$ cat src/rtl/ex_mem_stage.sv
// EX/MEM pipeline register and load/store sequencer: latches one execute result per handshake,
// decodes funct3 into one-hot size controls for mem, and holds loads until mem stops stalling.
module ex_mem_stage #(
    parameter int unsigned XLEN = 64,
    parameter int unsigned RD_W = 5
) (
    input  logic            ACLK,
    input  logic            ARESET,
    input  logic            ex_valid,
    output logic            ex_ready,
    input  logic [XLEN-1:0] ex_alu_result,
    input  logic [XLEN-1:0] ex_store_data,
    input  logic [2:0]      ex_funct3,
    input  logic            ex_is_load,
    input  logic            ex_is_store,
    input  logic [RD_W-1:0] ex_rd,
    input  logic            ex_reg_write,
    output logic [XLEN-1:0] mem_addr,
    output logic            mem_write_en,
    output logic [XLEN-1:0] mem_write_data,
    output logic [3:0]      mem_wmask,
    output logic            mem_read_en,
    output logic [3:0]      mem_read_size,
    output logic            zero_extends,
    input  logic            stall_from_mem,
    output logic            wb_valid,
    output logic [RD_W-1:0] wb_rd,
    output logic            wb_reg_write,
    output logic            wb_is_load,
    output logic [XLEN-1:0] wb_alu_result,
    output logic            wb_misaligned
);

    typedef enum logic [1:0] {StEmpty, StIssue, StLoadWait} state_e;

    state_e state_q, state_d;

    logic [XLEN-1:0] addr_q, store_data_q;
    logic [2:0]      funct3_q;
    logic            is_load_q, is_store_q, reg_write_q;
    logic [RD_W-1:0] rd_q;

    // Last completed op, so wb_* hold their value between completions.
    logic [RD_W-1:0] wb_rd_q;
    logic            wb_reg_write_q, wb_is_load_q, wb_misaligned_q;
    logic [XLEN-1:0] wb_alu_result_q;

    logic       active, completing, accept, is_store_eff, misaligned;
    logic [3:0] size_onehot;
    logic [2:0] align_mask;

    assign active       = (state_q != StEmpty);
    assign size_onehot  = 4'b0001 << funct3_q[1:0];
    assign is_store_eff = is_store_q & ~is_load_q;  // load wins if both are flagged

    always_comb begin
        align_mask = 3'b000;
        unique case (funct3_q[1:0])
            2'd0:    align_mask = 3'b000;
            2'd1:    align_mask = 3'b001;
            2'd2:    align_mask = 3'b011;
            default: align_mask = 3'b111;
        endcase
    end

    assign misaligned = (is_load_q | is_store_eff) & (|(addr_q[2:0] & align_mask));

    always_comb begin
        completing = 1'b0;
        unique case (state_q)
            StIssue:    completing = ~is_load_q | misaligned | ~stall_from_mem;
            StLoadWait: completing = ~stall_from_mem;
            default:    completing = 1'b0;
        endcase
    end

    assign ex_ready = ~active | completing;
    assign accept   = ex_valid & ex_ready;

    // State register
    always_ff @(posedge ACLK or posedge ARESET) begin
        if (ARESET) state_q <= StEmpty;
        else        state_q <= state_d;
    end

    // Next-state logic
    always_comb begin
        state_d = state_q;
        if (accept)                  state_d = StIssue;
        else if (completing)         state_d = StEmpty;
        else if (state_q == StIssue) state_d = StLoadWait;
    end

    // Output logic
    always_comb begin
        mem_addr       = addr_q;
        mem_write_data = store_data_q;
        mem_write_en   = (state_q == StIssue) & is_store_eff & ~misaligned;
        mem_read_en    = active & is_load_q & ~misaligned;
        mem_wmask      = (active & is_store_eff) ? size_onehot : 4'b0000;
        mem_read_size  = (active & is_load_q) ? size_onehot : 4'b0000;
        zero_extends   = active & is_load_q & funct3_q[2];
        wb_valid       = completing;
        wb_rd          = completing ? rd_q : wb_rd_q;
        wb_reg_write   = completing ? (reg_write_q & ~misaligned) : wb_reg_write_q;
        wb_is_load     = completing ? is_load_q : wb_is_load_q;
        wb_alu_result  = completing ? addr_q : wb_alu_result_q;
        wb_misaligned  = completing ? misaligned : wb_misaligned_q;
    end

    always_ff @(posedge ACLK or posedge ARESET) begin
        if (ARESET) begin
            addr_q       <= '0;
            store_data_q <= '0;
            funct3_q     <= '0;
            is_load_q    <= 1'b0;
            is_store_q   <= 1'b0;
            rd_q         <= '0;
            reg_write_q  <= 1'b0;
        end else if (accept) begin
            addr_q       <= ex_alu_result;
            store_data_q <= ex_store_data;
            funct3_q     <= ex_funct3;
            is_load_q    <= ex_is_load;
            is_store_q   <= ex_is_store;
            rd_q         <= ex_rd;
            reg_write_q  <= ex_reg_write;
        end
    end

    always_ff @(posedge ACLK or posedge ARESET) begin
        if (ARESET) begin
            wb_rd_q         <= '0;
            wb_reg_write_q  <= 1'b0;
            wb_is_load_q    <= 1'b0;
            wb_alu_result_q <= '0;
            wb_misaligned_q <= 1'b0;
        end else if (completing) begin
            wb_rd_q         <= wb_rd;
            wb_reg_write_q  <= wb_reg_write;
            wb_is_load_q    <= wb_is_load;
            wb_alu_result_q <= wb_alu_result;
            wb_misaligned_q <= wb_misaligned;
        end
    end

endmodule

$ cat config.mk
export PLATFORM = sky130hd
export DESIGN_NAME = ex_mem_stage
export DESIGN_NICKNAME = d
export VERILOG_FILES = /design/src/rtl/ex_mem_stage.sv
export SDC_FILE = /design/constraint.sdc
export NUM_CORES = 1
export LEC_CHECK = 0
export BUFFER_PORTS_ARGS = -buffer_cell sky130_fd_sc_hd__buf_2
export CAP_MARGIN = 10
export CORE_AREA = 2 2 139 141
export CTS_BUF_LIST = sky130_fd_sc_hd__clkbuf_4 sky130_fd_sc_hd__clkbuf_8
export CTS_CLUSTER_SIZE = 8
export DETAILED_ROUTE_END_ITERATION = 7
export DIE_AREA = 0 0 141 143
export GPL_TIMING_DRIVEN = 0
export PLACE_DENSITY = 0.83
export SLEW_MARGIN = 20
export SYNTH_ARGS = -nofsm -noshare
export SYNTH_HDL_FRONTEND = slang
export SYNTH_SLANG_ARGS = --single-unit
export TNS_END_PERCENT = 5
$ cat constraint.sdc
create_clock -name ACLK -period 10.1 [get_ports ACLK]
set_clock_uncertainty 0.05 [all_clocks]
set_input_delay 1.515 -clock ACLK [delete_from_list [all_inputs] [get_ports ACLK]]
set_output_delay 1.515 -clock ACLK [all_outputs]
set_load 0.005 [all_outputs]
# Word level (Yosys, flattened, before mapping)
# Cells that the tools add are included.
# word_totals
latchBits,0
register_bits,213
ramBits,0
elab_cells,53
in_bits,143
romBits,0
output_inout_bits,213
memories,0
# classes
add_sub_neg,0
n_eq_ne,4
bitwise_logic,19
multipliers,0
muxes,12
order_cmp,0
shift,1
n_reduce_logical,4
div,0
# op_table
cell,count
64-bit 2-to-1 mux,1
1-bit bitwise AND,10
3-bit one-hot mux with 3 select lines,1
4-bit 2-to-1 mux,2
2-bit 2-to-1 mux,3
5-bit 2-to-1 mux,1
"2-bit by 1-bit equality test with 1-bit output, second input constant",2
"2-bit equality test, second input constant",2
1-bit NOT,4
1-bit bitwise OR,4
"1-bit by 2-bit << shifter with 4-bit output, first input constant",1
3-bit bitwise AND,1
1-bit 2-to-1 mux,3
3-bit nonzero test,1
3-bit OR reduction,1
2-bit zero test,1
1-bit one-hot mux with 2 select lines,1
2-bit nonzero test,1

# Logic depth before layout (Yosys ltp)
# logic_depth
ltp_word,11
ltp_mapped,9
depth_no_buf,7

# Least setup slack after synthesis
# Ideal clock, no wire load.
# synth_timing
path_kind,in2out
startpoint,input stall_from_mem
endpoint,output wb_alu_result[54]
path_stages,7
slack_ns,5.801
path_buffers,2
arrival_time_ns,2.734
required_time_ns,8.535
cell_sequence,nor2b_1 > o21ai_0 > or2_1 > buf_2 > inv_2 > buf_4 > mux2_2
# synth_via
elab_chain_len,4
# synth_lines
item,line_no,rtl
from (decl),25,"input logic stall_from_mem,"
1-bit NOT *,"71, 72",
1-bit bitwise OR,71,StIssue: completing = ~is_load_q | misaligned | ~stall_from_mem;
1-bit one-hot mux with 2 select lines *,70,unique case (state_q)
named net wb_valid,26,"output logic wb_valid,"
64-bit 2-to-1 mux *,107,wb_alu_result = completing ? addr_q : wb_alu_result_q;
to (decl),30,"output logic [XLEN-1:0] wb_alu_result,"
# Mark *: on every way through the listed nets, which the timed path passes. The rest lies on a longest branch.

# Final worst setup path
# layout_timing
startpoint,input stall_from_mem
endpoint,output wb_alu_result[57]
# layout_via
elab_chain_len,4
# layout_lines
item,line_no
1-bit NOT *,"71, 72"
1-bit bitwise OR,71
1-bit one-hot mux with 2 select lines *,70
64-bit 2-to-1 mux *,107
# Mark *: on every way between the ends. The rest lies on a longest branch, timed or not.

==> metrics.md <==
| Metric | Value |
|---|---|
| Critical path capture point type | output port |
| Part of the power in the clock network | 0.157 |
| Final setup vio count | 0 |
| Die X | 141 um |
| Worst hold path class | reg2reg |
| DRT antenna net count | 0 |
| RSZ-0062 raised after global routing | false |
| Setup TNS | 0 ns |
| Max VDD drop | ~0.2 mV |
| Synthesized cell area | 9540 um^2 |
| Crit-path cells | buf_2 -> nor2b_1 -> o21ai_0 -> or2_1 -> buf_2 -> inv_2 -> buf_4 -> mux2_2 -> buf_2 |
| Clock Path Buffers | 3 |
| Synth Area per Inst | 16.65 um^2 |
| Adder-Cell Fraction of Synth Area | 0.003934 |
| Post-synth EDFFs | 0 |
| F_max | 208.9 MHz |
| Fin crit period | 4.787 ns |
| Hold Violations, Final | 0 |
| Setup CP Type | in2out |
| I/O pin count | 356 |
| Total die area | 20160 um^2 |
| Max Cap Violations | 0 |
| Worst-path clk slew | 0.05 ns |
| Setup WS pre-CTS | 5.310 ns |
| CP peak stage delay | 0.36 ns |
| Synth Area in Compound Gates | 0.01141 |
| Area share of and/or/nand/nor cells after synthesis | 0.01207 |
| Synth cell count leaders | 213 x dfrtp_1, 175 x mux2_2, 98 x mux2_4 |
| Vias in the first global route | 6711 |
| Crit path max-delay cell type | mux2_2 |
| Clk_lat worst skew | between 0.5 and 0.6 ns |
| Area Overhead vs Synth | 29.76% |
| Layout cell share with drive strength beyond 1 | 0.7341 |
| Number of detailed-route iterations in the first pass | 4 |
| Slew Viols, Final | 0 |
| DR WL/cell | around 19 um |
| Largest family of logic cells by synthesized area | multiplexers |
| Cts repair resizes | 0 |
| Multiplexer share of the synthesized area | 0.3679 |
| Layout Nets | 1114 |
| Core region area | 18580 um^2 |
| Mapped Nets | 719 |
| Ranking of synthesized cells by area | dfrtp_1 56%, mux2_2 21%, mux2_4 15%, buf_12 2.1%, buf_6 1.4% |
| P_int | 3216 uW |
| Detailed Route WL | 23210 um |
| Seq/Total Area, Yosys | 0.5587 |
| Worst r2r src | state_q[1]$_DFFE_PP0P_ |
| Port bufs | 355 |
| Ys flop type | dfrtp_1 |
| Result of the run | finished clean |
| GRT overflow | 0 |
| Root buffer cell | clkbuf_8 |
| Initial Util | 0.5135 |
| Asr flop ratio synth | 1.000 |
| Residual DRC | 0 |
| Yosys Warn Count | 0 |
| Setup slack after layout | 5.313 ns |
| Sw Pwr | between 1500 and 2000 uW |
| Critical path data arrival time | 3.22 ns |
| Post-CTS setup buffers | 0 |
| Critical Path RT | about 8.5 ns |
| Final Power | 4786 uW |
| Setup crit start kind | primary input |
| Worst-margin pin slew | 0.5477 ns |
| Pwr dens | 386.6 nW/um^2 |
| Crit. Startpoint | stall_from_mem |
| Antenna violations before repair | 2 |
| GP Congestion | 0.8079 |
| CTS tree | yes |
| Net Sw Frac | 0.3280 |
| CP max FO | 10 |
| Clock Sinks | 213 |
| Synth top area share | 0.5587 |
| Gate Count Post-Synth | 573 |
| Initial DRC Count | 196 |
| Num CTS Buffers | 36 |
| Dominant cell type by area after synthesis | dfrtp_1 |
| HP Start | wb_misaligned_q$_DFFE_PP0N_ |
| Yosys cell types | 31 |
| Chip height | 143 um |
| Hpwl dp | 16910 um |
| Row cnt | 50 |
| # hold bufs at CTS | 0 |
| Sequential Power Share | 0.336 |
| Via Count | about 6200 |
| H-tree levels | 2 |
| First-pass GRT wire length | 35380 um |
| Synth Register Bits | 213 |
| Via density | 5.077 |
| Count leader, synth | dfrtp_1 |
| Comb power frac | 0.506 |
| Most common cell on crit path | buf_2 |
| Synth Area in XOR/XNOR | 0 |
| Global Route Usage Sum | 0.2238 |
| Leak | 0.006388 uW |
| Period utilization | 0.4740 |
| Largest net degree at the start of global routing | between 100 and 150 |
| Slew margin rel. | 0.6349 |
[path summary, 6_finish.rpt]
| kind | end | slack, ns | cells past startpoint |
|---|---|---|---|
| setup / recovery | wb_alu_result[57] | 5.31 | 9 |
| hold / removal | wb_misaligned_q$_DFFE_PP0N_ | 0.43 | 1 |
| setup reg to reg | mem_write_data[11]$_DFFE_PP0P_ | 7.72 | 9 |
| hold reg to reg | wb_misaligned_q$_DFFE_PP0N_ | 0.43 | 1 |
| max in group asynchronous | mem_addr[27]$_DFFE_PP0P_ | 8.44 | 3 |
| min in group asynchronous | mem_write_data[16]$_DFFE_PP0P_ | 0.84 | 2 |
[area by class of cell]
class / count / area [um^2]
clock inverters: 2 / 13.76
clock buffers: 57 / 690.7
repair buffers: 357 / 1832
well taps: 234 / 292.8
flip-flops and latches: 213 / 5330
inverters: 7 / 33.78
fillers: 1332 / 6201
multi-input cells: 319 / 3771
diodes: 1 / 2.502
plain buffers: 34 / 412.9
[power by group through the flow]
stage / combinational, uW / clock, uW / sequential (uW)
5_1_grt: 2600 / 818 / 1670
2_1_floorplan: 1590 / 0 / 1570
3_5_place_dp: 2430 / 0 / 1620
6_report: 2420 / 753 / 1610
3_3_place_gp: 2380 / 0 / 1580
4_1_cts: 2450 / 779 / 1610
[flip-flops by register name (all words and copies together) (netlist names), 2 cells and up]
signal,flops
funct3_q,3
rd_q,5
state_q,2
wb_alu_result_q,64
wb_rd_q,5
mem_write_data,64
mem_addr,64
[cells by family (layout without fill, tap and decap cells)]
logic type                 count (synthesis)  in the layout
and+or+nand+nor                           22             22
buffers and inverters                     41            457
muxes                                    279            279
DFF                                      213            213
other                                      0              1
AOI/OAI and AO/OA                         15             15
adders and majority gates                  3              3
[routing by layer]
metal,up-vias,global-route usage,wire (um),share of wire
met4,2,0.07842,578,0.025
li1,2830,-,-,-
met3,46,0.07713,1853,0.080
met2,251,0.3877,11790,0.51
met1,3085,0.2601,8980,0.39
met5,-,0,13,0.00056
[through the flow]
step           std cells    util  hold WS (ns)  instance area, um^2
2_1_floorplan        573       -        0.4005                 9540
3_3_place_gp        1162  0.6248        0.4101                11610
3_5_place_dp        1164  0.6282        0.4194                11670
4_1_cts             1223  0.6661        0.4317                12380
5_1_grt             1224  0.6663        0.4583                12380
6_report            1224  0.6663        0.4346                12380
[worst max-delay path: cells and delay by family]
kind            cells  cell delay, ns
simple gates        2            0.37
compound gates      1            0.17
buf+inv             5            0.81
mux                 1            0.36
[cells in the final DEF, fill, tap and decap left out, types with 2 or more instances in the layout]
| cell | Yosys | layout |
|---|---|---|
| buf_2 | 4 | 359 |
| dfrtp_1 | 213 | 213 |
| mux2_2 | 175 | 175 |
| mux2_4 | 98 | 98 |
| clkbuf_8 | 0 | 42 |
| clkbuf_4 | 0 | 15 |
| buf_6 | 12 | 12 |
| buf_12 | 10 | 10 |
| buf_4 | 7 | 7 |
| nor2_1 | 7 | 7 |
| mux2_1 | 6 | 6 |
| o21ai_0 | 5 | 5 |
| inv_1 | 6 | 5 |
| a21o_1 | 3 | 3 |
| nand2_1 | 3 | 3 |
| nor3_1 | 3 | 3 |
| ha_1 | 3 | 3 |
| nand2b_1 | 2 | 2 |
| and3_1 | 2 | 2 |
| buf_16 | 0 | 2 |
(Power assumes the default switching activity.)
